===== src/rtl/branch_resolver_pkg.sv =====
// branch_resolver_pkg: PC geometry and the per-slot prediction record
package branch_resolver_pkg;
  localparam int PC_WIDTH = 32;
  localparam logic [PC_WIDTH-1:0] PC_INC = 32'd4;
  typedef struct packed {
    logic                valid;
    logic                ptaken;
    logic [PC_WIDTH-1:0] ptarget;
  } slot_t;
endpackage


===== src/rtl/branch_meta_slot.sv =====
// branch_meta_slot: one pipeline slot of prediction metadata with bubble/hold/load
module branch_meta_slot
  import branch_resolver_pkg::*;
(
  input  logic  clk,
  input  logic  reset,
  input  logic  hold,
  input  logic  bubble,
  input  slot_t d,
  output slot_t q
);
  // bubble outranks hold so a mispredict can squash a stalled slot
  always_ff @(posedge clk or negedge reset)
    if (!reset) q <= '0;
    else if (bubble) q.valid <= 1'b0;
    else if (!hold) q <= d;
endmodule


===== src/rtl/branch_resolver.sv =====
// branch_resolver: carries predictions to EX, flags mispredicts, counts branches
module branch_resolver
  import branch_resolver_pkg::*;
#(
  parameter int CNT_WIDTH = 16
) (
  input  logic                 clk,
  input  logic                 reset,
  input  logic [PC_WIDTH-1:0]  PC_IF,
  input  logic                 BHT_hit,
  input  logic                 Predict_taken,
  input  logic [PC_WIDTH-1:0]  Predict_target,
  input  logic                 Stall,
  input  logic                 Flush_ID,
  input  logic                 ID_EX_Branch,
  input  logic                 Branch_taken,
  input  logic [PC_WIDTH-1:0]  Branch_target,
  input  logic [PC_WIDTH-1:0]  PC_EX,
  output logic                 Mispredict,
  output logic [PC_WIDTH-1:0]  Redirect_PC,
  output logic [CNT_WIDTH-1:0] Branch_count,
  output logic [CNT_WIDTH-1:0] Mispredict_count
);
  slot_t capture, ifid, idex;
  logic  eval, wrong_dir, wrong_tgt, unused_pc_if;
  assign unused_pc_if = ^PC_IF;
  assign capture = '{valid: 1'b1, ptaken: BHT_hit & Predict_taken, ptarget: Predict_target};
  branch_meta_slot u_ifid (
    .clk    (clk),
    .reset  (reset),
    .hold   (Stall),
    .bubble (Mispredict | (!Stall & Flush_ID)),
    .d      (capture),
    .q      (ifid)
  );
  branch_meta_slot u_idex (
    .clk    (clk),
    .reset  (reset),
    .hold   (1'b0),
    .bubble (Mispredict | Stall),
    .d      (ifid),
    .q      (idex)
  );
  assign eval        = ID_EX_Branch & idex.valid;
  assign wrong_dir   = idex.ptaken ^ Branch_taken;
  assign wrong_tgt   = idex.ptaken & Branch_taken & (idex.ptarget != Branch_target);
  assign Mispredict  = eval & (wrong_dir | wrong_tgt);
  assign Redirect_PC = !Mispredict ? '0
                     : (idex.ptaken & !Branch_taken) ? PC_EX + PC_INC
                     : Branch_target;
  always_ff @(posedge clk or negedge reset)
    if (!reset) begin
      Branch_count     <= '0;
      Mispredict_count <= '0;
    end else begin
      if (eval && !(&Branch_count)) Branch_count <= Branch_count + CNT_WIDTH'(1);
      if (Mispredict && !(&Mispredict_count)) Mispredict_count <= Mispredict_count + CNT_WIDTH'(1);
    end
endmodule


===== config.mk =====
export PLATFORM = sky130hd
export DESIGN_NAME = branch_resolver
export DESIGN_NICKNAME = d
export VERILOG_FILES = /design/src/rtl/branch_resolver_pkg.sv /design/src/rtl/branch_meta_slot.sv /design/src/rtl/branch_resolver.sv
export SDC_FILE = /design/constraint.sdc
export NUM_CORES = 1
export LEC_CHECK = 0
export CORE_MARGIN = 3
export CORE_UTILIZATION = 45
export DETAILED_ROUTE_END_ITERATION = 6
export GPL_TIMING_DRIVEN = 1
export PLACE_DENSITY = 0.86
export SYNTH_ARGS = -nofsm -noshare
export SYNTH_HDL_FRONTEND = slang
export SYNTH_SLANG_ARGS = --single-unit

===== constraint.sdc =====
create_clock -name clk -period 2.5 [get_ports clk]
set_clock_uncertainty 0.1 [all_clocks]
set_input_delay 0.25 -clock clk [delete_from_list [all_inputs] [get_ports clk]]
set_output_delay 0.25 -clock clk [all_outputs]
set_load 0.05 [all_outputs]

-- Yosys cells after proc, flatten, opt, wreduce, memory -nomap -nowiden
Cells that the tools add are included.
- flip-flop bits (word level): 100
- input port bits: 136
- output and inout port bits: 65
- word-level logic and storage cells: 40
- add/subtract/negate cells: 3
- eq/ne operators: 2
- mux-type cells: 5
- bitwise gates (word level): 13
- reduce and logical (&&, ||, !) cells: 9
- operators by type and width (cell ; count):
    $mux 32 ; 2
    $mux 34 ; 1
    $add 16x1->16 const B ; 2
    $add 32x3->32 const B ; 1
    $ne 32x32->1 ; 1
    $reduce_and 16->1 ; 2
    $and 1x1->1 ; 7
    $logic_not 1->1 ; 4
    $or 1x1->1 ; 3
    $logic_and 1x1->1 ; 2
    $mux 1 ; 2
    $ne 2x1->1 const B ; 1
    $not 1->1 ; 2
    $reduce_and 2->1 ; 1
    $xor 1x1->1 ; 1

-- Logic depth before layout (Yosys ltp)
- word-level depth: 7
- gate-level depth with buffers: 8
- depth with buffers taken out: 7

-- Cells and area by module
From an unflattened synthesis, not the netlist that was laid out.
- cells, all modules: 505
- area, all modules: 5674.2 sq um
- modules (own cells, without submodules) (module ; instances ; cells an instance ; area an instance (sq um) ; seq. area each (sq um)):
    branch_resolver ; 1 ; 359 ; 3096.7 ; 800.8
    branch_meta_slot ; 2 ; 73 ; 1288.7 ; 850.8

-- Worst setup path before layout
No wires, ideal clock.
- kind: register to output
- start point: reg u_idex.q[32] (netlist bit)
- end point: out Redirect_PC[10]
- arrival time: 2.581 ns
- data required time: 2.150 ns
- slack: -0.431 ns
- cell stages (with the launch flop): 6
- path buffers: 1
- cells stage by stage: dfrtp_1 > ha_1 > nor2_1 > nor2_2 > clkbuf_1 > a211oi_1
- word-level cells in the longest chain between the ends: 5
- elaborated cells on any way between the ends: 8
- classes of those cells: mux: 2; bitwise: 6
- ends and longest elaborated chain (what ; RTL line ; source):
    start: declaration ; branch_meta_slot.sv:10 ; output slot_t q
    $and 1x1->1 (2 in a row) ; branch_resolver.sv:46 ; assign wrong_tgt = idex.ptaken & Branch_taken & (idex.ptarget != Branch_target);
    $or 1x1->1 ; branch_resolver.sv:47 ; assign Mispredict = eval & (wrong_dir | wrong_tgt);
    $and 1x1->1 ; branch_resolver.sv:47 ;
    $mux 32 (*) ; branch_resolver.sv:48 ; assign Redirect_PC = !Mispredict ? '0
    end: declaration ; branch_resolver.sv:20 ; output logic [PC_WIDTH-1:0] Redirect_PC,
Mark *: on every way between the ends. The rest lies on a longest branch, timed or not.

-- Worst setup path after layout
- start point: in Branch_target[18]
- end point: out Redirect_PC[8]
- word-level cells in the longest chain between the ends: 5
- ends and longest elaborated chain (what ; RTL line ; source):
    start: declaration ; branch_resolver.sv:17 ; input logic [PC_WIDTH-1:0] Branch_target,
    $ne 32x32->1 ; branch_resolver.sv:46 ;
    $and 1x1->1 ; branch_resolver.sv:46 ;
    $or 1x1->1 ; branch_resolver.sv:47 ;
    $and 1x1->1 ; branch_resolver.sv:47 ;
    $mux 32 ; branch_resolver.sv:48 ;
No other way between the ends.

==> impl_results.md <==
* Max Cap Violations at 0
* Most common cell after layout, fill and taps aside: clkdlybuf4s50_1
* Total gr overflow at 0
* Max VDD drop at about 410 µV
* Multi-input logic area at roughly 3000 µm²
* Reg2reg start: u_idex.q[7]
* Die Y at 115 µm
* Total CTS buffers at 9
* Crit-path max FO at 5
* PortBufs at between 150 and 200
* Area growth, synth to finish at 58.2%
* TNS Setup at -14.00 ns
* Crit path DAT at ~2.5 ns
* Synthesis-stage register bit count at 100
* Critical path required time at 2.15 ns
* Worst-case reg-to-reg path depth at 11
* CP Launch Type: input port
* CTS tree: yes
* Num ports at ~200
* Yosys top cell area share at 0.466
* Worst setup margin at -0.317 ns
* Worst R2R End: u_idex.q[18]
* Initial Util at 0.466
* Mean Syn Cell Area at 11.0 µm²
* Die area at between 10000 and 15000 µm²
* Fmax at about 350 MHz
* Pin count of the biggest net entering global routing at 62
* Initial antenna violation count at 0
* Total global-route track usage at 0.253
* Filler cells at 760
* Sequential area share after synthesis at 0.466
* Mean routed wirelength per cell at roughly 20 µm
* Fin nets at ~870
* Final critical-path required period at around 2.8 ns
* First-pass GRT wire length at 26000 µm
* Share of post-route cells with drive strength above 1 at 0.321
* Cells after Synth at approximately 490
* Unrepaired setup endpoints after global routing: yes
* Starting DRC count in detailed routing at ~280
* Clock root cell: clkbuf_16
* Die W at around 120 µm
* Register area at 2500 µm²
* Max clock buf depth at 2
* Synthesis Warnings at 0
* Yosys cell types at 38
* ANT cells at 0
* DRT antenna net count at 0
* Largest cells by area after synthesis: dfrtp_1 (47%), mux2_2 (14%), xor2_1 (10%), a211oi_1 (4.2%), xnor2_1 (3.9%)
* # DRC at 0
* Routed Wire Length at roughly 17000 µm
* Final Slew Violations at 0
* Average vias per placed instance at 5.56
* Outcome: finished, violations left
* Failing checks: setup timing
* CP Capture Type: output pin
* R2r setup slk at -0.20 ns
* Critical path class: input port to output pin
* Leakage at approximately 3.6 nW
* Total power at between 5 and 6 mW
* Mapped cell area at around 5400 µm²
* Leading area contributor after synthesis: dfrtp_1
* Initial DRT Pass Iterations at 4
* H-tree level count at 3
* Worst Tran Pin Value at 0.535 ns
* Vias at 4847
* Crit path launch: Branch_target[18]
* Tcrit/Tclk final at 1.13
* Vias in the first global route at 5004
* Synth Flop Type: dfrtp_1
* Hold crit path type: input port to asynchronous set/reset pin
* Mapped Nets at 627
* Fraction of registers with async set/reset at 1.00
* Pwr dens at about 600 nW/µm²
* Clk slew on worst S/H paths at roughly 0.070 ns
* Relative slew slack at 0.634
* Post-synth EDFFs at 0
* Rows at 39
* Sink Count at 100
* Routability congestion estimate at about 0.87
* Total core area at 11500 µm²
* Most frequent cells in the layout: clkdlybuf4s50_1 (132), dfrtp_1 (100), buf_4 (76)
* Worst skew pair latency at between 0.3 and 0.4 ns
* Hold violation total from the final report at 0
* HPWL after detailed placement at ~12000 µm
* Final setup violation count at 66
==> power breakdown <==
group | internal (mW) | switching (mW)
logic | 0.793 | 0.790
registers | 1.90 | 0.233
clock network | 0.797 | 0.577
==> cell families (layout without fill, tap and decap cells) <==
group	Yosys count	count (layout)	synth area share
AO/OA/AOI/OAI	53	53	0.0729
XOR/XNOR	85	85	0.139
adder cells (fa/ha/maj)	5	5	0.0117
buffers and inverters	26	268	0.0231
flip-flops	100	100	0.466
multiplexers	73	73	0.152
AND/OR/NAND/NOR	144	144	0.135
==> area by class of cell <==
type                       instances  share of cell area
clock buffer                      11              0.0286
timing repair buffer             246               0.291
inverter                           7             0.00339
multi-input combinational        360               0.356
tap                              143              0.0211
sequential                       100               0.295
clock inverter                     4             0.00589
==> Yosys cell counts (all sizes together) (2+ instances only) <==
cell type / n
nor3: 9
nor4: 10
or2: 3
ha: 5
nand3: 23
mux2i: 3
o211ai: 3
o21ai: 4
xnor2: 24
and4: 6
clkbuf: 13
and3: 7
a2111oi: 4
xor2: 61
nor2: 48
and2: 2
mux2: 70
dfrtp: 100
a21oi: 5
a211oi: 30
inv: 7
buf: 6
nand2: 18
nand4: 16
==> worst max path at each step <==
stage	endpoint	slack, ns	cells after the start
2_1_floorplan	Redirect_PC[10]	-0.43	5
3_3_place_gp	u_idex.q[20]	-0.34	8
3_5_place_dp	u_idex.q[3]	-0.38	8
4_1_cts	Redirect_PC[13]	-0.25	10
5_1_grt	Redirect_PC[31]	-0.39	8
6_report	Redirect_PC[8]	-0.32	11
==> registers in the layout, indices dropped and copies added, names as in the netlist <==
register / cells
Branch_count: 16
Mispredict_count: 16
u_idex.q: 34
u_ifid.q: 34
==> routing by layer <==
metal / vias to the layer above / part of all wire / wire length (µm) / global-route usage
met1: 2410 / 0.41 / 7080 / 0.326
met4: 0 / 0.021 / 356 / 0.0837
li1: 2226 / - / - / -
met3: 27 / 0.051 / 875 / 0.0332
met5: - / 0 / 0 / 0
met2: 184 / 0.52 / 8860 / 0.440
==> per-stage QoR <==
step | worst slack, ns | utilization | std cells | hold slack, ns | area (µm²)
6_report | -0.317 | 0.738 | 871 | 0.344 | 8490
5_1_grt | -0.392 | 0.738 | 871 | 0.394 | 8490
4_1_cts | -0.251 | 0.724 | 872 | 0.342 | 8340
3_5_place_dp | -0.382 | 0.661 | 838 | 0.159 | 7610
3_3_place_gp | -0.338 | 0.661 | 838 | 0.155 | 7610
2_1_floorplan | -0.431 | - | 486 | -0.146 | 5400
==> worst max-delay path, stage by stage <==
cell	delay, ns
clkdlybuf4s50_1	0.47
xor2_1	0.18
nor4_2	0.32
buf_4	0.17
nand4_1	0.12
o21a_2	0.27
nor2_4	0.15
buf_6	0.17
buf_16	0.13
a211oi_2	0.05
buf_6	0.17
==> what timing repair did <==
action | CTS | global route
gates cloned | 6 | 0
hold buffers | 1 | 0
buffers inserted | 13 | 3
endpoints found under the setup margin | 64 | 114
gates resized for setup | 49 | 42
pin swaps | 7 | 14
hold endpoints to repair | 40 | 0
Note: power is estimated with default switching activity, not from simulation.
